**src/rtl/adpll_meas_pkg.sv**
```systemverilog
// Shared definitions for the ADPLL period-measurement sequencer.
//   meas_state_e    : FSM state encoding (IDLE, ARM, MEASURE, PRESENT = 0..3)
//   AVG_LOG2_MAX    : largest legal averaging exponent
//   avg_log2_legal  : parameter range check used at elaboration
//   sat_ones        : all-ones saturation value for a given counter width
package adpll_meas_pkg;

  typedef enum logic [1:0] {
    ST_IDLE    = 2'd0,
    ST_ARM     = 2'd1,
    ST_MEASURE = 2'd2,
    ST_PRESENT = 2'd3
  } meas_state_e;

  localparam int AVG_LOG2_MAX = 4;

  function automatic bit avg_log2_legal(input int avg_log2);
    return (avg_log2 >= 0) && (avg_log2 <= AVG_LOG2_MAX);
  endfunction

  // All-ones value of a w-bit counter (w <= 63).
  function automatic logic [63:0] sat_ones(input int w);
    return (64'd1 << w) - 64'd1;
  endfunction

endpackage

```
**src/rtl/trigger_sync_edge.sv**
```systemverilog
// Synchronises an asynchronous trigger into the system clock and emits a
// registered one-cycle pulse on each synchronised rising edge.
//   clk        : system clock
//   reset      : asynchronous, active-high
//   trigger    : asynchronous trigger input
//   edge_pulse : one-cycle pulse per rising edge of trigger
module trigger_sync_edge #(
  parameter int SYNC_STAGES = 2
) (
  input  logic clk,
  input  logic reset,
  input  logic trigger,
  output logic edge_pulse
);

  logic [SYNC_STAGES-1:0] sync;
  logic                   sync_prev;

  always_ff @(posedge clk or posedge reset) begin
    if (reset) begin
      sync       <= '0;
      sync_prev  <= 1'b0;
      edge_pulse <= 1'b0;
    end else begin
      sync       <= {sync[SYNC_STAGES-2:0], trigger};
      sync_prev  <= sync[SYNC_STAGES-1];
      edge_pulse <= sync[SYNC_STAGES-1] & ~sync_prev;
    end
  end

endmodule

```
**src/rtl/period_meas_ctrl.sv**
```systemverilog
// Period-measurement sequencer: counts fpga_clk_i cycles between accepted
// trigger edges, averages 2^AVG_LOG2 samples and offers the result over a
// valid/ready handshake.
//   fpga_clk_i    : system clock
//   reset_i       : asynchronous, active-high
//   enable_i      : measurement enable, low returns to IDLE and drops results
//   trigger_i     : asynchronous trigger, rising edges delimit periods
//   ready_i       : downstream ready
//   period_o      : averaged period (all-ones on overflow)
//   valid_o       : period_o / overflow_o valid
//   overflow_o    : window aborted on counter saturation
//   count_clear_o : one-cycle pulse per accepted edge
//   busy_o        : state is ARM or MEASURE
module period_meas_ctrl
  import adpll_meas_pkg::*;
#(
  parameter int WIDTH       = 20,
  parameter int AVG_LOG2    = 0,
  parameter int SYNC_STAGES = 2
) (
  input  logic             fpga_clk_i,
  input  logic             reset_i,
  input  logic             enable_i,
  input  logic             trigger_i,
  input  logic             ready_i,
  output logic [WIDTH-1:0] period_o,
  output logic             valid_o,
  output logic             overflow_o,
  output logic             count_clear_o,
  output logic             busy_o
);

  localparam int ACC_W = WIDTH + AVG_LOG2;
  // nsamp needs at least one bit even when no averaging is done.
  localparam int NS_W = (AVG_LOG2 > 0) ? AVG_LOG2 : 1;
  localparam logic [NS_W-1:0]  NS_LAST = NS_W'((1 << AVG_LOG2) - 1);
  localparam logic [WIDTH-1:0] CNT_SAT = WIDTH'(sat_ones(WIDTH));

  if (!avg_log2_legal(AVG_LOG2) || SYNC_STAGES < 2) begin : g_bad_param
    $error("period_meas_ctrl: illegal AVG_LOG2 or SYNC_STAGES");
  end

  meas_state_e      state;
  logic [WIDTH-1:0] cnt;
  logic [ACC_W-1:0] acc;
  logic [NS_W-1:0]  nsamp;
  logic             edge_pulse;
  logic [WIDTH-1:0] sample;
  logic [ACC_W-1:0] acc_sum;

  trigger_sync_edge #(.SYNC_STAGES(SYNC_STAGES)) u_sync (
    .clk        (fpga_clk_i),
    .reset      (reset_i),
    .trigger    (trigger_i),
    .edge_pulse (edge_pulse)
  );

  // cnt never exceeds 2^WIDTH-2, so the sample always fits in WIDTH bits.
  assign sample  = cnt + WIDTH'(1);
  assign acc_sum = acc + ACC_W'(sample);
  assign busy_o  = (state == ST_ARM) || (state == ST_MEASURE);

  always_ff @(posedge fpga_clk_i or posedge reset_i) begin
    if (reset_i) begin
      state         <= ST_IDLE;
      cnt           <= '0;
      acc           <= '0;
      nsamp         <= '0;
      period_o      <= '0;
      valid_o       <= 1'b0;
      overflow_o    <= 1'b0;
      count_clear_o <= 1'b0;
    end else if (!enable_i) begin
      // Disable wins over everything, including a pending handshake.
      state         <= ST_IDLE;
      cnt           <= '0;
      acc           <= '0;
      nsamp         <= '0;
      period_o      <= '0;
      valid_o       <= 1'b0;
      overflow_o    <= 1'b0;
      count_clear_o <= 1'b0;
    end else begin
      count_clear_o <= 1'b0;
      case (state)
        ST_IDLE: state <= ST_ARM;
        ST_ARM: begin
          if (edge_pulse) begin
            state         <= ST_MEASURE;
            cnt           <= '0;
            acc           <= '0;
            nsamp         <= '0;
            count_clear_o <= 1'b1;
          end
        end
        ST_MEASURE: begin
          if (edge_pulse) begin
            // An edge in the saturation cycle still yields a valid sample.
            cnt           <= '0;
            count_clear_o <= 1'b1;
            if (nsamp == NS_LAST) begin
              state      <= ST_PRESENT;
              period_o   <= acc_sum[ACC_W-1:AVG_LOG2];
              overflow_o <= 1'b0;
              valid_o    <= 1'b1;
            end else begin
              acc   <= acc_sum;
              nsamp <= nsamp + NS_W'(1);
            end
          end else if (sample == CNT_SAT) begin
            state      <= ST_PRESENT;
            period_o   <= CNT_SAT;
            overflow_o <= 1'b1;
            valid_o    <= 1'b1;
          end else begin
            cnt <= sample;
          end
        end
        ST_PRESENT: begin
          // The edge that would start the next window is lost while waiting.
          if (ready_i) begin
            state   <= ST_ARM;
            valid_o <= 1'b0;
          end
        end
        default: state <= ST_IDLE;
      endcase
    end
  end

endmodule

```
**config.mk**
```make
export PLATFORM = sky130hd
export DESIGN_NAME = period_meas_ctrl
export DESIGN_NICKNAME = d
export VERILOG_FILES = /design/src/rtl/adpll_meas_pkg.sv /design/src/rtl/trigger_sync_edge.sv /design/src/rtl/period_meas_ctrl.sv
export SDC_FILE = /design/constraint.sdc
export NUM_CORES = 1
export LEC_CHECK = 0
export CORE_UTILIZATION = 38
export CTS_BUF_LIST = sky130_fd_sc_hd__clkbuf_16
export CTS_CLUSTER_SIZE = 25
export DETAILED_ROUTE_END_ITERATION = 8
export HOLD_SLACK_MARGIN = 0.15
export MAX_ROUTING_LAYER = met4
export PLACE_DENSITY_LB_ADDON = 0.05
export SETUP_SLACK_MARGIN = 0.05
export SLEW_MARGIN = 20
export SYNTH_ARGS = -nofsm -noshare
export SYNTH_HDL_FRONTEND = slang
export SYNTH_HIERARCHICAL = 1
export SYNTH_SLANG_ARGS = --single-unit
```
**constraint.sdc**
```tcl
create_clock -name fpga_clk_i -period 3.23 [get_ports fpga_clk_i]
set_clock_uncertainty 0.05 [all_clocks]
set_input_delay 0.4845 -clock fpga_clk_i [delete_from_list [all_inputs] [get_ports fpga_clk_i]]
set_output_delay 0.4845 -clock fpga_clk_i [all_outputs]
set_load 0.01 [all_outputs]
```
# Word level (Yosys, flattened, before mapping)
# Index checks and enable logic that the tools add are counted.
[word_totals]
ff_bits = 70
input_bits = 5
[op_classes]
n_bitwise = 2
n_eq_ne = 16
reduce_logical = 9
addsub = 3
mux = 39
[op_table]
columns = ["operator", "count"]
rows = [
  ["20-bit 2-to-1 mux", 12],
  ["20-bit one-hot mux with 2 select lines", 2],
  ["20-bit by 1-bit adder with 20-bit output (second input constant)", 1],
  ["20-bit adder", 1],
  ["20-bit == test (second input constant)", 1],
  ["1-bit 2-to-1 mux", 16],
  ["2-bit 2-to-1 mux", 6],
  ["4-bit AND reduction", 3],
  ["3-bit by 1-bit != test with 1-bit output (second input constant)", 3],
  ["3-bit != test (second input constant)", 3],
  ["3-bit AND reduction", 3],
  ["2-bit one-hot mux with 4 select lines", 1],
  ["3-bit by 2-bit != test with 1-bit output (second input constant)", 2],
  ["2-bit == test (second input constant)", 2],
  ["4-bit by 2-bit != test with 1-bit output (second input constant)", 1],
  ["4-bit by 3-bit != test with 1-bit output (second input constant)", 1],
  ["4-bit != test (second input constant)", 1],
  ["1-bit one-hot mux with 2 select lines", 2],
  ["2-bit by 1-bit == test with 1-bit output (second input constant)", 1],
  ["2-bit logical NOT", 1],
  ["2-bit by 1-bit != test with 1-bit output (second input constant)", 1],
  ["2-bit OR reduction", 1],
  ["1-bit adder (second input constant)", 1],
  ["1-bit bitwise AND", 1],
  ["other kinds (2)", 2],
]

# Depth between registers and ports, before layout
[depth]
ltp_word = 6
ltp_mapped = 14

# Hierarchy
# The synthesis kept the hierarchy.
[modules_own_cells]
columns = ["module", "area_each_um2", "seq_area_each_um2", "cells_each", "n_inst"]
rows = [
  ["period_meas_ctrl", 4326.6, 1626.6, 466, 1],
  ["trigger_sync_edge", 117.6, 100.1, 6, 1],
]

# Worst setup path before layout
# Ideal clock, no wire load.
[synth_timing]
path_kind = "register to register"
from = "reg cnt[0]"
to = "reg period_o[18]"
required_ns = 3.086
path_slack_ns = 0.282
synth_period_minus_slack_ns = 2.948
t_arrival_ns = 2.804
stages_incl_launch_ff = 13
setup_time_ns = 0.094
path_cell_list = "dfrtp_1 ha_1 inv_1 or3_1 nand2_1 ha_1 a21oi_1 a21o_1 a31oi_1 o41a_1 a211oi_1 nor2_1 a211oi_1"
[synth_via]
elab_chain_len = 6
[synth_rtl]
columns = ["element", "line_no", "text"]
rows = [
  ["start, declared", "period_meas_ctrl.sv:44", "logic [WIDTH-1:0] cnt;"],
  ["start signal, assigned", "period_meas_ctrl.sv:116", "cnt <= sample;"],
  ["20-bit by 1-bit adder with 20-bit output *", "period_meas_ctrl.sv:59", "assign sample = cnt + WIDTH'(1);"],
  ["20-bit adder", "period_meas_ctrl.sv:60", "assign acc_sum = acc + ACC_W'(sample);"],
  ["20-bit 2-to-1 mux", "period_meas_ctrl.sv:101", "if (nsamp == NS_LAST) begin"],
  ["20-bit 2-to-1 mux", "period_meas_ctrl.sv:97", "if (edge_pulse) begin"],
  ["20-bit 2-to-1 mux", "period_meas_ctrl.sv:85", "case (state)"],
  ["20-bit 2-to-1 mux", "period_meas_ctrl.sv:73", "end else if (!enable_i) begin"],
  ["end signal, assigned", "period_meas_ctrl.sv:103", "period_o <= acc_sum[ACC_W-1:AVG_LOG2];"],
  ["end, declared", "period_meas_ctrl.sv:26", "output logic [WIDTH-1:0] period_o,"],
]
# Mark *: on every way between the ends. The rest lies on a longest branch, timed or not. The select of a mux whose other input is x is not followed.
# A chain may end at the register's enable or synchronous reset.

# Worst setup path in the final report
[layout_timing]
from = "reg cnt[1]"
to = "reg period_o[18]"
# Same word-level chain as after synthesis.

==> impl_metrics.ini <==
[sta]
finalWorstSetupSlack_ns = 0.1396
fin_hold_ws_ns = 0.3030
endpoints_failing_setup = 0
achievable-frequency_mhz = 323.6
final_max_slew_viol_count = 0
timing.max_slew.rel_slack = 0.5504
final-hold-violation-count = 0
setup-tns-final_ns = 0
tightest_slew_ns = 0.6734
rsz0062_at_grt = yes
final.min_clock_period_ns = 3.090
period_utilization = 0.9568

[layout]
multiInputGateArea_sq_um = 2700
finish.instance_area_sq_um = 5433
area.growth.synth_to_final_pct = 22.24
area.sequential_sq_um = 1730
drive_above_1_share = 0.1753
commonest_cells_after_routing_fill_and_taps_aside = sky130_fd_sc_hd__nand2_1, sky130_fd_sc_hd__dfrtp_1, sky130_fd_sc_hd__clkdlybuf4s50_1
antenna-diode-count = 0
final_layout_net_count = 547
n_fill_cell = 1110
layoutNonFillerInstCount = 662

[synth]
async_flop_share = 1.000
synth_register_bits = 69
synth_edf_count = 0
netlist_instances = 472
synth-main-ff-cell = sky130_fd_sc_hd__dfrtp_1
syn_avg_cell_area_sq_um = 9.416
synth.yosys.warnings = 6
yosysSeqAreaShare = 0.3885
mappedNetlistNets = 505
synthesis.area_sq_um = 4444
ys_types = 61

[route]
drc_errors = 0
post_drt_via_cell_ratio = 5.449
totalWireLength_um = 11950
drt_first_iter_violations = 191
detailroute.via_count = 3607
antenna_left = 0
detailedRoute.firstPassIterationCount = 5
wl_per_cell_um = 18.04

[power]
share_seq_of_total_power = 0.390
switchingPower_w = 0.0006788
power_density_nw_per_um2 = 438.3
power.clock.fraction = 0.408
cellLeakagePower_nw = 2.552
combPwrFrac = 0.203
power_switching_share = 0.2851
power_report.internal_total_w = 0.001702
power.ir.vdd_worst_mv = 0.3444

[critical_path]
crit_path_cell_trace = ha_4 > inv_1 > or3_4 > nand2_4 > ha_4 > buf_4 > nand4_1 > a211o_1 > a31oi_2 > o41a_1 > a211oi_2 > nor2_1 > a211oi_2
worst_r2r_path_depth = 13
cp_data_arrival_time_ns = 3.29
critPathRequiredTime_ns = 3.43
regToRegSetupSlack_ns = 0.14
worst_path_max_delay_cell = sky130_fd_sc_hd__o41a_1
start_kind = register
timing.critical_path.slowest_cell_delay_ns = 0.47
crit_path_end_kind = register
crit_type = reg -> reg
worstReg2RegEnd = period_o[18]
critical_path.max_fanout = 5
reg2reg_from = cnt[1]

[cts]
tritoncts.num_buffers = 9
cts.reportedPaths.clkPinSlew_ns = 0.06
htreeDepth = 3
ctsHoldBuffers = 0
root_buffer = sky130_fd_sc_hd__clkbuf_16
cts_tree = yes
clock_latency_ns = 0.34
clock_sink_count = 69
longest_clk_path_bufs = 2

[die]
total_i_o_pin_count = 29
core-area_sq_um = 11420
die_width_um = 110.1
die_area_sq_um = 12130
placementRows = 39
die_h_um = 110.1
floorplan.initialDensity = 0.3892

[global_routing]
grt_start_max_net_pins = 42
grt_pass1_wl_um = 19220
global_route.overflow_total = 0
grt_antenna_before_repair = 0
grt_pass1_vias = 3567
track_usage = 0.2210

[place]
detailedPlacementHpwl_um = 8261
place_congestion = 0.8374
placement.io_buffers = 28
placed_area_sq_um = 4942
place_ws_ns = 0.09275
placed_cells = 643

[outcome]
outcome = complete, no violations

[flow_run]
cap_viol_max_count = 0

[worst_hold_path]
hold_depth = 0
worstHoldStart = u_sync/sync[0]
hold_path.class = reg -> reg
whs_endpoint = u_sync/sync[1]
## cells by family after synthesis
group | Yosys count | share of synthesized area
fa+ha+maj | 28 | 0.08052
compound gates | 102 | 0.1653
flops | 69 | 0.3885
xor+xnor | 28 | 0.05687
simple gates | 189 | 0.2182
buf+inv | 37 | 0.04758
mux | 19 | 0.04307
## through the flow
step	util	total power, W
6_report	0.4758	0.002381
3_5_place_dp	0.4328	0.001424
3_3_place_gp	0.4328	0.001424
5_1_grt	0.4758	0.002495
2_1_floorplan	-	0.001252
4_1_cts	0.4576	0.002409
## layout make-up
class / instances / area share
clock inverter: 7 / 0.01059
sequential: 69 / 0.3185
multi-input combinational: 366 / 0.4970
clock buffer: 9 / 0.04146
tap: 143 / 0.03293
inverter: 14 / 0.009673
timing repair buffer: 54 / 0.08982
## flip-flops by register name, summed over array words and instances (netlist names)
name,cells
acc,20
cnt,20
period_o,20
state,2
u_sync/sync,2
count_clear_o,1
overflow_o,1
u_sync/edge_pulse,1
u_sync/sync_prev,1
valid_o,1
## metal layers
metal	up-vias	wire length [um]	track usage	share of wire
li1	1782	-	-	-
met1	1727	6157	0.3217	0.52
met2	77	5072	0.3009	0.42
met3	21	415	0.03116	0.035
met4	0	299	0.09962	0.025
met5	-	0	-	0
## critical path, delay by kind of cell (launching register included)
kind	cells	cell delay, ns
AO/OA/AOI/OAI	5	1.23
adder cells (fa/ha/maj)	2	0.38
buffers and inverters	2	0.22
flip-flops	1	0.40
AND/OR/NAND/NOR	4	0.72
## synth_stat cells, drive strengths merged (2+ instances only)
library cell,number,area (sq um)
mux2i,18,180.2
a211o,2,17.52
a31oi,4,25.02
and4,3,27.53
o22ai,2,12.51
dfrtp,69,1727
nor2,21,78.83
o221ai,2,17.52
or3,4,25.02
and3,6,37.54
nor4,5,52.55
xnor2,15,131.4
a41oi,2,17.52
ha,27,337.8
nor3,13,65.06
o221a,8,90.09
buf,9,90.08
a211oi,9,67.56
nand4,10,68.81
a21o,11,82.58
o21ai,19,95.09
nand3,19,95.09
a2111o,3,33.78
nand2,68,255.2
or2,3,18.77
inv,13,48.80
o21a,3,22.52
clkbuf,11,41.29
a22oi,2,15.01
nand2b,11,68.82
and2,21,131.4
o211ai,5,51.30
dlygate4sd1,2,17.52
xor2,13,121.4
a21oi,22,110.1
## what timing repair did
item / CTS / global route
setup endpoints to repair: 0 / 22
resized for setup: 0 / 37
setup buffers: 0 / 3
## how the worst max path moves through the flow
stage,cells after the start,slack [ns],endpoint,from
2_1_floorplan,12,0.28,period_o[18],cnt[0]
3_3_place_gp,11,0.16,period_o[18],cnt[3]
3_5_place_dp,12,0.09,period_o[18],cnt[3]
4_1_cts,12,0.07,period_o[18],cnt[3]
5_1_grt,13,-0.03,period_o[18],cnt[1]
6_report,13,0.14,period_o[18],cnt[1]
## power by group through the flow
stage	Combinational, W	Clock, W	Sequential (W)
6_report	0.000483	0.000971	0.000928
5_1_grt	0.000528	0.00103	0.000934
4_1_cts	0.000484	0.000998	0.000928
3_5_place_dp	0.000482	0	0.000942
3_3_place_gp	0.000483	0	0.000941
2_1_floorplan	0.000302	0	0.000950
Power figures use the tool's default switching activity.
